File: src/rtl/seq_scan_pkg.sv
// Shared encodings and constants for the serial "1001" scan path.
// Pure declarations; no logic, no latency.
package seq_scan_pkg;

  typedef enum logic [1:0] {
    ST_IDLE  = 2'b00,
    ST_SHIFT = 2'b01,
    ST_DONE  = 2'b10
  } state_t;

  localparam logic [3:0] DEF_PATTERN = 4'b1001;
  localparam int         PAT_LEN     = 4;

endpackage

File: src/rtl/seq_window_det.sv
// Sliding pattern window with combinational Mealy match on the incoming bit.
// Match is same-cycle; window advances only when i_shift_en is high.
module seq_window_det
  import seq_scan_pkg::*;
#(
  parameter logic [PAT_LEN-1:0] PATTERN = DEF_PATTERN
) (
  input  logic clk,
  input  logic reset,
  input  logic i_clr,
  input  logic i_shift_en,
  input  logic i_bit,
  output logic o_match,
  output logic o_qual
);

  localparam logic [1:0] FILL_MAX = 2'(PAT_LEN - 1);

  // Only the last PAT_LEN-1 bits are stored; the incoming bit completes the window.
  logic [PAT_LEN-2:0] r_win;
  logic [1:0]         r_fill;
  logic [PAT_LEN-1:0] w_win_nxt;

  assign w_win_nxt = {r_win, i_bit};
  assign o_qual    = (r_fill == FILL_MAX);
  assign o_match   = o_qual && (w_win_nxt == PATTERN);

  always_ff @(posedge clk or negedge reset) begin
    if (!reset) begin
      r_win  <= '0;
      r_fill <= '0;
    end else if (i_clr) begin
      r_win  <= '0;
      r_fill <= '0;
    end else if (i_shift_en) begin
      r_win <= w_win_nxt[PAT_LEN-2:0];
      if (r_fill != FILL_MAX) r_fill <= r_fill + 2'd1;
    end
  end

endmodule

File: src/rtl/seq_scan_ctrl.sv
// Serialises a word into the pattern window, counting overlapping matches.
// Result valid WIDTH+1 edges after accept; held in DONE until out_ready or abort.
module seq_scan_ctrl
  import seq_scan_pkg::*;
#(
  parameter int              WIDTH   = 16,
  parameter int              CNT_W   = 5,
  parameter logic [3:0]      PATTERN = DEF_PATTERN
) (
  input  logic             clk,
  input  logic             reset,
  input  logic             in_valid,
  output logic             in_ready,
  input  logic [WIDTH-1:0] in_data,
  input  logic             msb_first,
  input  logic             abort,
  output logic             out_valid,
  input  logic             out_ready,
  output logic [CNT_W-1:0] match_cnt,
  output logic [CNT_W-1:0] first_pos,
  output logic             found,
  output logic             busy
);

  localparam logic [CNT_W-1:0] IDX_END = CNT_W'(WIDTH);

  state_t           r_state, w_state_nxt;
  logic [WIDTH-1:0] r_shift;
  logic             r_msb;
  logic [CNT_W-1:0] r_idx;
  logic [CNT_W-1:0] r_cnt;
  logic [CNT_W-1:0] r_pos;
  logic             r_found;

  logic w_accept, w_shift_en, w_clr_res;
  logic w_bit, w_match, w_qual;

  assign w_bit = r_msb ? r_shift[WIDTH-1] : r_shift[0];

  seq_window_det #(.PATTERN(PATTERN)) u_det (
    .clk        (clk),
    .reset      (reset),
    .i_clr      (w_accept),
    .i_shift_en (w_shift_en),
    .i_bit      (w_bit),
    .o_match    (w_match),
    .o_qual     (w_qual)
  );

  always_ff @(posedge clk or negedge reset) begin
    if (!reset) r_state <= ST_IDLE;
    else        r_state <= w_state_nxt;
  end

  // SHIFT spends one extra cycle at r_idx == WIDTH before entering DONE.
  always_comb begin
    w_state_nxt = r_state;
    w_accept    = 1'b0;
    w_shift_en  = 1'b0;
    w_clr_res   = 1'b0;
    case (r_state)
      ST_IDLE: begin
        if (in_valid) begin
          w_accept    = 1'b1;
          w_state_nxt = ST_SHIFT;
        end
      end
      ST_SHIFT: begin
        if (abort) begin
          w_clr_res   = 1'b1;
          w_state_nxt = ST_IDLE;
        end else if (r_idx == IDX_END) begin
          w_state_nxt = ST_DONE;
        end else begin
          w_shift_en = 1'b1;
        end
      end
      ST_DONE: begin
        if (abort) begin
          w_clr_res   = 1'b1;
          w_state_nxt = ST_IDLE;
        end else if (out_ready) begin
          w_state_nxt = ST_IDLE;
        end
      end
      default: w_state_nxt = ST_IDLE;
    endcase
  end

  always_ff @(posedge clk or negedge reset) begin
    if (!reset) begin
      r_shift <= '0;
      r_msb   <= 1'b0;
      r_idx   <= '0;
      r_cnt   <= '0;
      r_pos   <= '0;
      r_found <= 1'b0;
    end else if (w_accept) begin
      r_shift <= in_data;
      r_msb   <= msb_first;
      r_idx   <= '0;
      r_cnt   <= '0;
      r_pos   <= '0;
      r_found <= 1'b0;
    end else if (w_clr_res) begin
      r_idx   <= '0;
      r_cnt   <= '0;
      r_pos   <= '0;
      r_found <= 1'b0;
    end else if (w_shift_en) begin
      r_shift <= r_msb ? {r_shift[WIDTH-2:0], 1'b0} : {1'b0, r_shift[WIDTH-1:1]};
      r_idx   <= r_idx + 1'b1;
      if (w_match && w_qual) begin
        r_cnt <= r_cnt + 1'b1;
        if (!r_found) begin
          r_pos   <= r_idx;
          r_found <= 1'b1;
        end
      end
    end
  end

  assign in_ready  = (r_state == ST_IDLE);
  assign out_valid = (r_state == ST_DONE);
  assign busy      = (r_state == ST_SHIFT);
  assign match_cnt = r_cnt;
  assign first_pos = r_pos;
  assign found     = r_found;

endmodule

File: config.mk
export PLATFORM = sky130hd
export DESIGN_NAME = seq_scan_ctrl
export DESIGN_NICKNAME = d
export VERILOG_FILES = /design/src/rtl/seq_scan_pkg.sv /design/src/rtl/seq_window_det.sv /design/src/rtl/seq_scan_ctrl.sv
export SDC_FILE = /design/constraint.sdc
export NUM_CORES = 1
export LEC_CHECK = 0
export CAP_MARGIN = 30
export CORE_MARGIN = 2
export CORE_UTILIZATION = 50
export CTS_CLUSTER_SIZE = 24
export DETAILED_ROUTE_END_ITERATION = 8
export GPL_TIMING_DRIVEN = 1
export MAX_ROUTING_LAYER = met4
export PLACE_DENSITY = 0.75
export REMOVE_ABC_BUFFERS = 1
export SLEW_MARGIN = 30
export SYNTH_ARGS = -nofsm -noshare
export SYNTH_HDL_FRONTEND = slang
export SYNTH_SLANG_ARGS = --single-unit
export TNS_END_PERCENT = 50
File: constraint.sdc
create_clock -name clk -period 2.35 [get_ports clk]
set_input_delay 0.3525 -clock clk [delete_from_list [all_inputs] [get_ports clk]]
set_output_delay 0.3525 -clock clk [all_outputs]
set_load 0.1 [all_outputs]
Word-level counts from Yosys, hierarchy flattened
Cells that the tools add are included.

storage, ports and cells
  bits in registers = 40

cells by class
  add/subtract/negate cells = 3
  eq/ne operators = 11
  mux-type cells = 39
  reductions and logical operators = 13

operators by type and width
  operator                                                               count
  16-bit two-way mux                                                     4
  5-bit two-way mux                                                      12
  2-bit two-way mux                                                      8
  1-bit two-way mux                                                      12
  5-bit by 1-bit adder with 5-bit output, second input constant          2
  3-bit two-way mux                                                      2
  3-bit by 2-bit != test with 1-bit output, second input constant        2
  2-bit case mux with 3 select lines                                     1
  2-bit AND reduction                                                    3
  3-bit AND reduction                                                    2
  3-bit nonzero test                                                     2
  5-bit equality test, second input constant                             1
  2-bit equality test, second input constant                             2
  4-bit equality test, second input constant                             1
  2-bit != test, second input constant                                   2
  2-bit nonzero test                                                     2
  3-bit by 1-bit != test with 1-bit output, second input constant        1
  2-bit by 1-bit adder with 2-bit output, second input constant          1
  2-bit by 1-bit equality test with 1-bit output, second input constant  1
  1-bit logical AND                                                      2
  2-bit logical NOT                                                      1
  2-bit by 1-bit != test with 1-bit output, second input constant        1
  2-bit OR reduction                                                     1

Longest topological paths before layout
  depth after elaboration = 8
  mapped depth = 8

Cells and area by module
From an unflattened synthesis, not the netlist that was laid out.

second synthesis, totals
  cells, all modules = 223
  area, all modules = 2303.5 sq um

modules (own cells, without submodules)
  module          instances  cells an instance  area each (sq um)
  seq_scan_ctrl   1          202                2054.5
  seq_window_det  1          21                 249.0

Worst setup path before layout
OpenSTA, ideal clock, no wires.

  path type = flip-flop to flip-flop
  from = register r_state[1]
  to = register r_cnt[3] (netlist: match_cnt[3])
  library setup time = 0.078 ns
  arrival = 2.201 ns
  required time = 2.272 ns
  path slack = 0.071 ns
  cell stages (with the launch flop) = 7
  buffers on the path = 0
  cell sequence = dfrtp_1 > inv_1 > ha_1 > and2b_1 > nand4_4 > or3_1 > a21oi_1

between the ends
  word-level cells in the longest chain between the ends = 5
  elaborated cells between the ends (all ways) = 12

RTL lines
  what                                                                              RTL line              text
  start: declaration                                                                seq_scan_ctrl.sv:27   state_t r_state, w_state_nxt;
  start signal: assignment                                                          seq_scan_ctrl.sv:52   else r_state <= w_state_nxt;
  2-bit by 1-bit equality test with 1-bit output (*)                                --
  net busy                                                                          seq_scan_ctrl.sv:22   output logic busy
  2-bit OR reduction (no source line)                                               --
  1-bit two-way mux                                                                 --
  3-bit nonzero test (no source line) / 5-bit two-way mux (equally long branches)   --
  2-bit AND reduction (no source line) / 5-bit two-way mux (equally long branches)  --
  end signal: assignment                                                            seq_scan_ctrl.sv:114  r_cnt <= r_cnt + 1'b1;
  end: declaration                                                                  seq_scan_ctrl.sv:31   logic [CNT_W-1:0] r_cnt;

Mark *: on every way through the listed nets, which the timed path passes. The rest lies on a longest branch.
A chain may end at the register's enable or synchronous reset.

Final worst setup path
  from = register r_idx[0]
  to = register r_state[0]

between the ends
  word-level cells in the longest chain between the ends = 3

RTL lines
  what                                                       RTL line              text
  start: declaration                                         seq_scan_ctrl.sv:30   logic [CNT_W-1:0] r_idx;
  start signal: assignment                                   seq_scan_ctrl.sv:112  r_idx <= r_idx + 1'b1;
  5-bit equality test                                        seq_scan_ctrl.sv:72   end else if (r_idx == IDX_END) begin
  3-bit by 2-bit != test with 1-bit output (no source line)  --
  3-bit AND reduction (no source line)                       --

Every way passes these cells.

==> impl_metrics.ini <==
[sta]
fin_crit_ps = 2020
rsz0062_at_grt = no
setup_ws_ps = 334
skew_ps = 5.41
final-hold-violation-count = 0
tightest_slew_ps = 525
period_share_pct = 85.8
finalSetupViolCount = 0
slew_violations = 0
holdWs_ps = 35.0
clock.fmax_mhz = 496
relSlewSlack_pct = 64.9

[pwr]
powerDensity_nw_per_um2 = 1130
power.leakage_nw = 1.19
vdd_drop_max_mv = 0.637

[clock_tree]
post_cts_buffers = 0
numCtsBuffers = 5
cts.clk_slew.worst_paths_ps = 80
cts_resized = 0
hold_buffers = 0
clockBufferDepth = 2
cts_tree = yes
htreeDepth = 2
clock_sinks = 40
root_buffer = clkbuf_8
worstSkewPairLatency_ps = 280

[critical_path]
critPathMaxFanout = 7
crit_required_ps = 2520
crit_arrival_ps = 2190
end_kind = flip-flop
startpoint_type = flip-flop
path_class = reg -> reg

[placement]
place.gp.congestion = 0.774
io_buffers = 35
dp_hpwl_mm = 2.96
dpl_worst_slack_ps = 276

[global_routing]
gr-usage-all-layers_pct = 19.4
grt_pass1_wl_mm = 7.45
antenna_found_initial = 0
grt_pass1_vias = 1621
gr-total-overflow = 0
grt_max_degree = 41

[logic_synthesis]
ys_seq_elements = 40
netlist_instances = 221
synth_most_common_cell = dfrtp_1
yosysTopAreaCellShare_pct = 47.3
yosysTopAreaCell = dfrtp_1
synth_area_leaders = dfrtp_1 (47%), mux2i_1 (9.0%), o21ai_0 (7.1%), nand2_1 (5.1%), ha_1 (4.7%)
synth-main-ff-cell = dfrtp_1
synth_seq_area_share_pct = 47.3
synthTopCellsByCount = dfrtp_1 (40), o21ai_0 (30), nand2_1 (29)
synthArstFlopShare_pct = 100
syn_area_um2 = 2120
syn_avg_cell_area_um2 = 9.58
synth_warnings = 0
yosysUniqueCellTypes = 34
synth-edff-count = 0

[final_layout]
nets = 287
n_antenna_cell = 0
area_delta_synth_final_pct = 21.7
drive_above_1_share_pct = 13.2
nFillCells = 357

[routing]
vias = 1667
post_drt_via_cell_ratio = 5.43
drcViolationCount = 0
wl_mm = 4.25
firstDrtPassIters = 4
ant_nets = 0
wl_per_cell_um = 13.8
drt-initial-drc-count = 109

[die]
start_util_pct = 52.5
die_w_um = 69.1
die_h_um = 69.1
pin_count = 36
row_count = 23
die_area_um2 = 4770
core_area_um2 = 4030

[run]
maxCapViolCount = 0

[status]
status = finished, final reports clean

[min_path]
hold_path.class = in -> async
-- per-layer routing --
layer,track usage [%],routed length (um),vias up
li1,-,-,833
met1,25.5,2060,797
met2,30.1,1970,30
met3,3.36,143,7
met4,7.41,73,0
met5,-,0,-
-- flip-flops by register name (all words and copies together), names as in the netlist, 2 cells and up --
name          cells
first_pos         5
r_state           2
r_idx             5
u_det.r_fill      2
r_shift          16
match_cnt         5
u_det.r_win       3
-- area by class of cell --
cell class | instances | area (um2) | share of cell area, %
Multi-Input combinational cell | 162 | 1030 | 39.9
Clock buffer | 7 | 96.3 | 3.74
Sequential cell | 40 | 1000 | 38.9
Inverter | 6 | 22.5 | 0.874
Tap cell | 50 | 62.6 | 2.43
Timing Repair Buffer | 42 | 365 | 14.2
-- worst max-delay path: stages, from the launching register on --
cell and delay [ps]:
dfrtp_1 420, inv_1 90, ha_1 150, nand4bb_1 350, and2_1 300, nor3_2 230
mux2_2 370
-- cell usage in the layout, fill, tap and decap left out, types with 2 or more instances in the layout --
master,count
nor2_1,15
nand2_1,29
nand4_1,2
o21ai_0,30
and2_1,2
ha_1,8
nand3b_1,2
clkdlybuf4s50_1,20
nor3b_1,2
a21oi_1,8
o31ai_1,2
nand3_1,20
mux2i_1,19
dfrtp_1,40
a31oi_1,2
inv_1,6
buf_4,22
clkbuf_8,7
xor2_1,5
or3_1,3
-- metrics by stage --
step                      instances  utilization [%]  TNS, ps  total power [mW]  cell area (um2)
after global placement          300             61.5        0              2.37             2480
after CTS                       307             63.9        0              2.91             2570
final                           307             63.9        0              2.90             2580
after floorplan                 208                -    -9430              2.06             2050
after global routing            307             63.9        0              3.13             2580
after detailed placement        300             61.5        0              2.42             2480
-- report_power, final --
part | switching [mW] | internal, mW
combinational | 0.827 | 0.509
sequential | 0.169 | 0.909
clock | 0.226 | 0.262
-- worst paths after layout --
check / from / end / slack (ps) / depth (start not counted)
max: r_idx[0] / r_state[0] / 330 / 6
min: reset / r_shift[6] / 30 / 1
max reg2reg: r_idx[0] / r_state[0] / 330 / 6
min reg2reg: u_det.r_win[2] / u_det.r_win[2] / 520 / 2
max in group asynchronous: reset / r_shift[11] / 1970 / 1
min in group clk: u_det.r_win[2] / u_det.r_win[2] / 520 / 2
-- logic make-up (layout without fill, tap and decap cells) --
kind of cell             after synthesis  in the layout  share of synthesized area [%]
AND/OR/NAND/NOR                       83             83                           20.1
AO/OA/AOI/OAI                         43             43                           10.5
flip-flops                            40             40                           47.3
multiplexers                          22             22                           10.8
buffers and inverters                 19             55                           4.14
adder cells (fa/ha/maj)                8              8                           4.73
XOR/XNOR                               6              6                           2.48
Note: power is estimated with default switching activity, not from simulation.
